===== config.mk =====
export PLATFORM = sky130hd
export DESIGN_NAME = rf_wb_arbiter
export DESIGN_NICKNAME = d
export VERILOG_FILES = /design/src/rtl/rf_wb_arbiter.sv
export SDC_FILE = /design/constraint.sdc
export NUM_CORES = 1
export LEC_CHECK = 0
export BUFFER_PORTS_ARGS = -buffer_cell sky130_fd_sc_hd__buf_2
export CELL_PAD_IN_SITES_DETAIL_PLACEMENT = 0
export CELL_PAD_IN_SITES_GLOBAL_PLACEMENT = 1
export CORE_UTILIZATION = 42
export DETAILED_ROUTE_END_ITERATION = 10
export PLACE_DENSITY = 0.78
export SKIP_CTS_REPAIR_TIMING = 1
export SKIP_LAST_GASP = 1
export SLEW_MARGIN = 20
export SYNTH_ARGS = -nofsm -noshare
export SYNTH_HDL_FRONTEND = slang
export SYNTH_SLANG_ARGS = --single-unit

===== constraint.sdc =====
create_clock -name clk -period 5.9 [get_ports clk]
set_input_delay 0.885 -clock clk [delete_from_list [all_inputs] [get_ports clk]]
set_output_delay 0.885 -clock clk [all_outputs]
set_load 0.05 [all_outputs]

===== src/rtl/rf_wb_arbiter.sv =====
// Write-back arbiter: merges WB-stage writes and buffered MDU results onto one RF write port.
// Optional starvation-forced MDU writes are enabled by defining RF_ARB_FAIRNESS_EN.
module rf_wb_arbiter #(
  parameter int unsigned STARVE_LIMIT = 4,
  parameter int unsigned FIFO_DEPTH   = 2
) (
  input  logic        clk,
  input  logic        rst,
  input  logic        pipe_valid,
  output logic        pipe_ready,
  input  logic        pipe_wen,
  input  logic [4:0]  pipe_rd,
  input  logic [63:0] pipe_wdata,
  input  logic        mdu_issue,
  input  logic [4:0]  mdu_issue_rd,
  input  logic        mdu_valid,
  output logic        mdu_ready,
  input  logic [4:0]  mdu_rd,
  input  logic [63:0] mdu_wdata,
  output logic        rf_wen,
  output logic [4:0]  rf_waddr,
  output logic [63:0] rf_wdata,
  output logic [31:0] busy_vec
);

  localparam int unsigned PW = (FIFO_DEPTH > 1) ? $clog2(FIFO_DEPTH) : 1;
  localparam int unsigned CW = $clog2(FIFO_DEPTH + 1);

  if (FIFO_DEPTH == 0 || STARVE_LIMIT == 0) begin : g_bad_cfg
    $error("rf_wb_arbiter: FIFO_DEPTH and STARVE_LIMIT must be nonzero");
  end

  logic [4:0]    rd_mem_q   [FIFO_DEPTH];
  logic [63:0]   data_mem_q [FIFO_DEPTH];
  logic [PW-1:0] wr_ptr_q, rd_ptr_q;
  logic [CW-1:0] cnt_q, cnt_d;
  logic [31:0]   busy_q, busy_d;
  logic          wen_q;
  logic [4:0]    waddr_q;
  logic [63:0]   wdata_q;

  logic        head_valid, pipe_need, forced, grant_head, push, pop, wen_d;
  logic [4:0]  head_rd;
  logic [63:0] head_data;

  assign head_valid = (cnt_q != '0);
  assign head_rd    = rd_mem_q[rd_ptr_q];
  assign head_data  = data_mem_q[rd_ptr_q];
  assign pipe_need  = pipe_valid && pipe_wen && (pipe_rd != '0);
  assign mdu_ready  = (cnt_q != CW'(FIFO_DEPTH));

  // On a same-rd conflict the MDU result is younger, so the head wins and the pipe beat is dropped.
  assign grant_head = head_valid && (!pipe_need || forced || (head_rd == pipe_rd));
  assign wen_d      = grant_head || pipe_need;
  assign push       = mdu_valid && mdu_ready;
  assign pop        = grant_head;

`ifdef RF_ARB_FAIRNESS_EN
  localparam int unsigned SW = $clog2(STARVE_LIMIT + 1);
  logic [SW-1:0] starve_q, starve_d;

  assign forced     = head_valid && (starve_q == SW'(STARVE_LIMIT));
  assign pipe_ready = !(forced && pipe_need);

  always_comb begin
    starve_d = '0;
    if (head_valid && !grant_head) starve_d = starve_q + SW'(1);
  end

  always_ff @(posedge clk) begin
    if (rst) starve_q <= '0;
    else     starve_q <= starve_d;
  end
`else
  assign forced     = 1'b0;
  assign pipe_ready = 1'b1;
`endif

  always_comb begin
    cnt_d = cnt_q;
    if (push && !pop)      cnt_d = cnt_q + CW'(1);
    else if (!push && pop) cnt_d = cnt_q - CW'(1);
  end

  always_comb begin
    busy_d = busy_q;
    if (grant_head) busy_d[head_rd] = 1'b0;
    if (mdu_issue && (mdu_issue_rd != '0)) busy_d[mdu_issue_rd] = 1'b1;
    busy_d[0] = 1'b0;
  end

  always_ff @(posedge clk) begin
    if (rst) begin
      wr_ptr_q <= '0;
      rd_ptr_q <= '0;
      cnt_q    <= '0;
      busy_q   <= '0;
      wen_q    <= 1'b0;
      waddr_q  <= '0;
      wdata_q  <= '0;
    end else begin
      cnt_q  <= cnt_d;
      busy_q <= busy_d;
      wen_q  <= wen_d;
      if (wen_d) begin
        waddr_q <= grant_head ? head_rd   : pipe_rd;
        wdata_q <= grant_head ? head_data : pipe_wdata;
      end
      if (push) wr_ptr_q <= (wr_ptr_q == PW'(FIFO_DEPTH - 1)) ? '0 : wr_ptr_q + PW'(1);
      if (pop)  rd_ptr_q <= (rd_ptr_q == PW'(FIFO_DEPTH - 1)) ? '0 : rd_ptr_q + PW'(1);
    end
  end

  always_ff @(posedge clk) begin
    if (push) begin
      rd_mem_q[wr_ptr_q]   <= mdu_rd;
      data_mem_q[wr_ptr_q] <= mdu_wdata;
    end
  end

  assign rf_wen   = wen_q;
  assign rf_waddr = waddr_q;
  assign rf_wdata = wdata_q;
  assign busy_vec = busy_q;

endmodule


# Yosys cells after proc, flatten, opt, wreduce, memory -nomap -nowiden

Memory sizes are Yosys's and may differ from the RTL's. A register that Yosys moved wholly into a read port is not among the register bits.
Index checks and enable logic that the tools add are counted.

Memories kept: 2
Output and inout port bits: 104
RAM bits: 138
Input bits: 149
Flip-flop bits (word level): 106

Equality and inequality tests: 2
Muxes and demuxes: 18
Reduce and logical (&&, ||, !) cells: 18
Add/sub/neg operators: 4
Bitwise operators: 3
Order comparisons: 4

Memory list:

| name       | words | bits a word | read ports | clocked after Yosys merged registers in | wr ports | line | text |
|---|---|---|---|---|---|---|---|
| data_mem_q | 2     | 64          | 1          | 1                                       | 1        | 34   | `logic [63:0] data_mem_q [FIFO_DEPTH];` |
| rd_mem_q   | 2     | 5           | 1          | 1                                       | 1        | 33   | `logic [4:0] rd_mem_q [FIFO_DEPTH];` |

Operators with widths:

| cell                  | number |
|---|---|
| $mux W32              | 2 |
| $mux W64              | 1 |
| $and A32 B32 Y32      | 1 |
| $not A32 Y32          | 1 |
| $or A32 B32 Y32       | 1 |
| $lt A5 B6 Y1 const B  | 2 |
| $demux W1 S5          | 2 |
| $ge A5 B1 Y1 const B  | 2 |
| $mux W1               | 10 |
| $reduce_bool A5 Y1    | 2 |
| $logic_and A1 B1 Y1   | 9 |
| $eq A5 B5 Y1          | 1 |
| $mux W5               | 1 |
| $mux W2               | 2 |
| $reduce_bool A2 Y1    | 2 |
| $logic_not A1 Y1      | 3 |
| $add A1 B1 Y1 const B | 2 |
| $add A2 B1 Y2 const B | 1 |
| $logic_or A1 B1 Y1    | 2 |
| $ne A2 B2 Y1 const B  | 1 |
| $sub A2 B1 Y2 const B | 1 |

# Logic depth before layout (Yosys ltp)

Depth after elaboration: 9
Mapped depth: 10

# Worst setup path after synthesis

OpenSTA, ideal clock, no wires.

Path type: flip-flop to flip-flop
From: reg cnt_q[0]
To: mem data_mem_q[0][0], enable pin
Cell stages (with the launch flop): 4
Setup slack: 1.436 ns
Arrival: 3.967 ns
Library setup time: 0.497 ns
Path through: dfxtp_1 > nand2b_1 > nand2_1 > nor2_1

Longest elaborated chain between the ends: 4

Ends and longest elaborated chain:

| item                          | line | text |
|---|---|---|
| start, declared               | 36   | `logic [CW-1:0] cnt_q, cnt_d;` |
| start signal, assigned        | 102  | `cnt_q <= cnt_d;` |
| $ne A2 B2 Y1                  | 50   | `assign mdu_ready = (cnt_q != CW'(FIFO_DEPTH));` |
| named net mdu_ready           | 17   | `output logic mdu_ready,` |
| $logic_and A1 B1 Y1           | 55   | `assign push = mdu_valid && mdu_ready;` |
| $mux W1                       | 115  | `if (push) begin` |
| $mux W1 (not written as such) | 117  | `data_mem_q[wr_ptr_q] <= mdu_wdata;` |
| end, declared                 | 34   |  |

The timed path passes the listed nets, and every way through them passes these cells.

==> impl_metrics.yaml <==
status:
  status: "completed"
cts:
  clock_sinks: 244
  htreeDepth: 1
  cts.path.max_buffers: 3
  cts_tree: "built"
  clkLatencyLatePin_ns: 0.53
  cts_made_buffers: 27
  cts-root-buf: "clkbuf_16"
  clk_pin_slew_ns: 0.06
power_and_ir_drop:
  leakage_nw: 4.69
  vdd_ir_drop_max_uv: 226
  power.density_nw_per_um2: 483
logic_synthesis:
  yosys.area.top_type: "edfxtp_1"
  yosysTopAreaCellShare: 0.396
  synth.most_common_cell: "edfxtp_1"
  synth_common_cells: "edfxtp_1, dfxtp_1, nand3_1, o211ai_1, a31oi_1"
  ys.flop_type: "edfxtp_1"
  avgSynthCellArea_um2: 11.9
  synthArstFlopShare: 0
  syn_area_um2: 10500
  ys_ff_latch: 244
  seq_area_frac_synth: 0.599
  yosys-top-cells-area: "edfxtp_1, dfxtp_1, mux2_2, o211ai_1, a22oi_1"
  synth_cell_type_count: 51
  syn_inst: 878
  syn_nets: 1028
  ys_warn_count: 0
  synth-edff-count: 138
cells_and_area:
  stdcell_count: 1439
  drive_above_1_share: 0.356
  nNetsFinal: 1240
  area_delta_synth_final_pct: 22.6
sta:
  fin_tns_setup_ns: 0
  fin_ws_ns: 2.62
  slew_headroom: 0.287
  fmax_mhz: 305
  fin_skew_ns: 0.00944
  grt_setup_unrepaired: "false"
  drv_slew: 0
  post-route-period-util: 0.555
  fin_hold_ws_ns: 0.503
  tightest_slew_ns: 1.05
  hold_viol: 0
  min_period_ns: 3.28
  setup_viol: 0
routing:
  post_drt_wl_per_cell_um: 20.9
  viasPerCell: 5.89
  drtIter0Drc: 790
  wl_um: 30000
  drcViolationCount: 0
  drtPass1Iterations: 5
  ant_nets: 0
  vias: 8478
worst_setup_path:
  cp_data_required_time_ns: 6.35
  cp.arrival_ns: 3.72
  reg2regPathDepth: 7
  timing.rr.end: "cnt_q[1]"
  crit_chain: "mux2i_2 -> mux2_2 -> o21ai_4 -> inv_2 -> ha_1 -> or3_1 -> a21oi_1"
  slowest_stage: "o21ai_4"
  critPathMaxStageDelay_ns: 0.62
  regToRegSetupSlack_ns: 2.62
  cp-start-kind: "flip-flop"
  critPathKind: "flip-flop to flip-flop"
  cp_max_fo: 26
  crit_path_end_kind: "flip-flop"
global_route:
  grt_max_degree: 82
  globalRouteTotalUtil: 0.230
  overflow: 0
  first_global_vias: 8297
  grt_pass1_wl_um: 46400
  antenna_found_initial: 6
worst_hold_path:
  holdPathEnd: "busy_vec[24]"
  min_path_cells: 2
  hp-class: "flip-flop to flip-flop"
  holdCritStartpoint: "busy_vec[24]"
placement:
  dp_cells: 1383
  port-buffer-count: 250
  gp_routability_congestion: 0.809
  post-place-ws_ns: 2.18
  dp_hpwl_um: 18400
floorplanning:
  die_x_um: 160
  dieArea_um2: 25500
  die_h_um: 160
  coreArea_um2: 24400
  start_util: 0.429
  io_pins: 253
  rows: 57
job:
  maxCapViolations: 0
per-layer routing:
metal	part of all wire	track usage	wire length, um
met1	0.43	0.317	12800
met2	0.46	0.370	13900
met3	0.083	0.0371	2490
met4	0.026	0.0775	781
met5	0.00043	0	13
worst max-delay path by stage:
stage                           from               end  slack [ns]
after global routing       flip-flop          cnt_q[1]        2.44
after global placement    pipe_rd[0]      rf_wdata[50]        2.23
after CTS                  flip-flop          cnt_q[1]        2.61
final                      flip-flop          cnt_q[1]        2.62
after floorplan             cnt_q[0]  data_mem_q[0][0]        1.44
after detailed placement  pipe_rd[0]      rf_wdata[54]        2.18
sequential cells by signal, summed over array words and instances, names as in the netlist, named ones only:
signal and count:
data_mem_q 128, rf_wdata 64, busy_vec 31, rd_mem_q 10
rf_waddr 5, cnt_q 2, rd_ptr_q 1, rf_wen 1
wr_ptr_q 1
area by class of cell:
type | count | area [um2]
antenna | 4 | 10.0
clock buffer | 34 | 722
clock inverter | 16 | 180
fill | 2173 | 11600
inverter | 4 | 15.0
multi-input combinational | 549 | 3830
sequential | 244 | 6270
tap | 324 | 405
timing repair buffer | 264 | 1390
critical path: cells and delay by family, from the launching register on:
family | cells | cell delay, ns
fa+ha+maj | 1 | 0.35
flops | 1 | 0.56
mux | 2 | 1.04
buf+inv | 1 | 0.13
simple gates | 1 | 0.35
compound gates | 2 | 0.76
logic make-up (layout without fill, tap and decap cells):
group / count (synthesis) / after routing / synth area share
XOR/XNOR: 7 / 7 / 0.00730
adder cells (fa/ha/maj): 1 / 1 / 0.00120
other: 2 / 6 / 0.000718
buffers and inverters: 85 / 318 / 0.0396
AND/OR/NAND/NOR: 190 / 190 / 0.0932
flip-flops: 244 / 244 / 0.599
AO/OA/AOI/OAI: 274 / 274 / 0.178
multiplexers: 75 / 75 / 0.0811
through the flow:
step	area (um2)	power, W	util
6_report	12800	0.00619	0.526
5_1_grt	12800	0.00646	0.526
4_1_cts	12800	0.00622	0.523
3_5_place_dp	11900	0.00450	0.486
3_3_place_gp	11900	0.00447	0.486
2_1_floorplan	10500	0.00394	-
report_power, final:
| group | internal (W) | total, W | leakage [nW] | switching (W) |
|---|---|---|---|---|
| registers | 0.00211 | 0.00226 | 2.16 | 0.000151 |
| logic | 0.000650 | 0.00222 | 2.09 | 0.00157 |
| clock network | 0.00104 | 0.00170 | 0.450 | 0.000666 |
| total | 0.00380 | 0.00619 | 4.69 | 0.00239 |
placed cells by master (no fill, tap or decap), types with 7 or more instances in the layout:
cell | netlist | routed
nand2_1 | 19 | 19
edfxtp_1 | 138 | 138
nor2_1 | 35 | 34
mux2_2 | 65 | 65
buf_4 | 7 | 12
o211ai_1 | 70 | 70
clkinv_2 | 0 | 8
dfxtp_1 | 106 | 105
buf_2 | 25 | 250
nor4_1 | 24 | 24
a31oi_1 | 67 | 67
a22oi_1 | 66 | 66
nand3_1 | 72 | 72
nor3_1 | 10 | 10
nor2b_1 | 7 | 7
a21oi_1 | 53 | 53
clkbuf_16 | 0 | 28
Note: power is estimated with default switching activity, not from simulation.
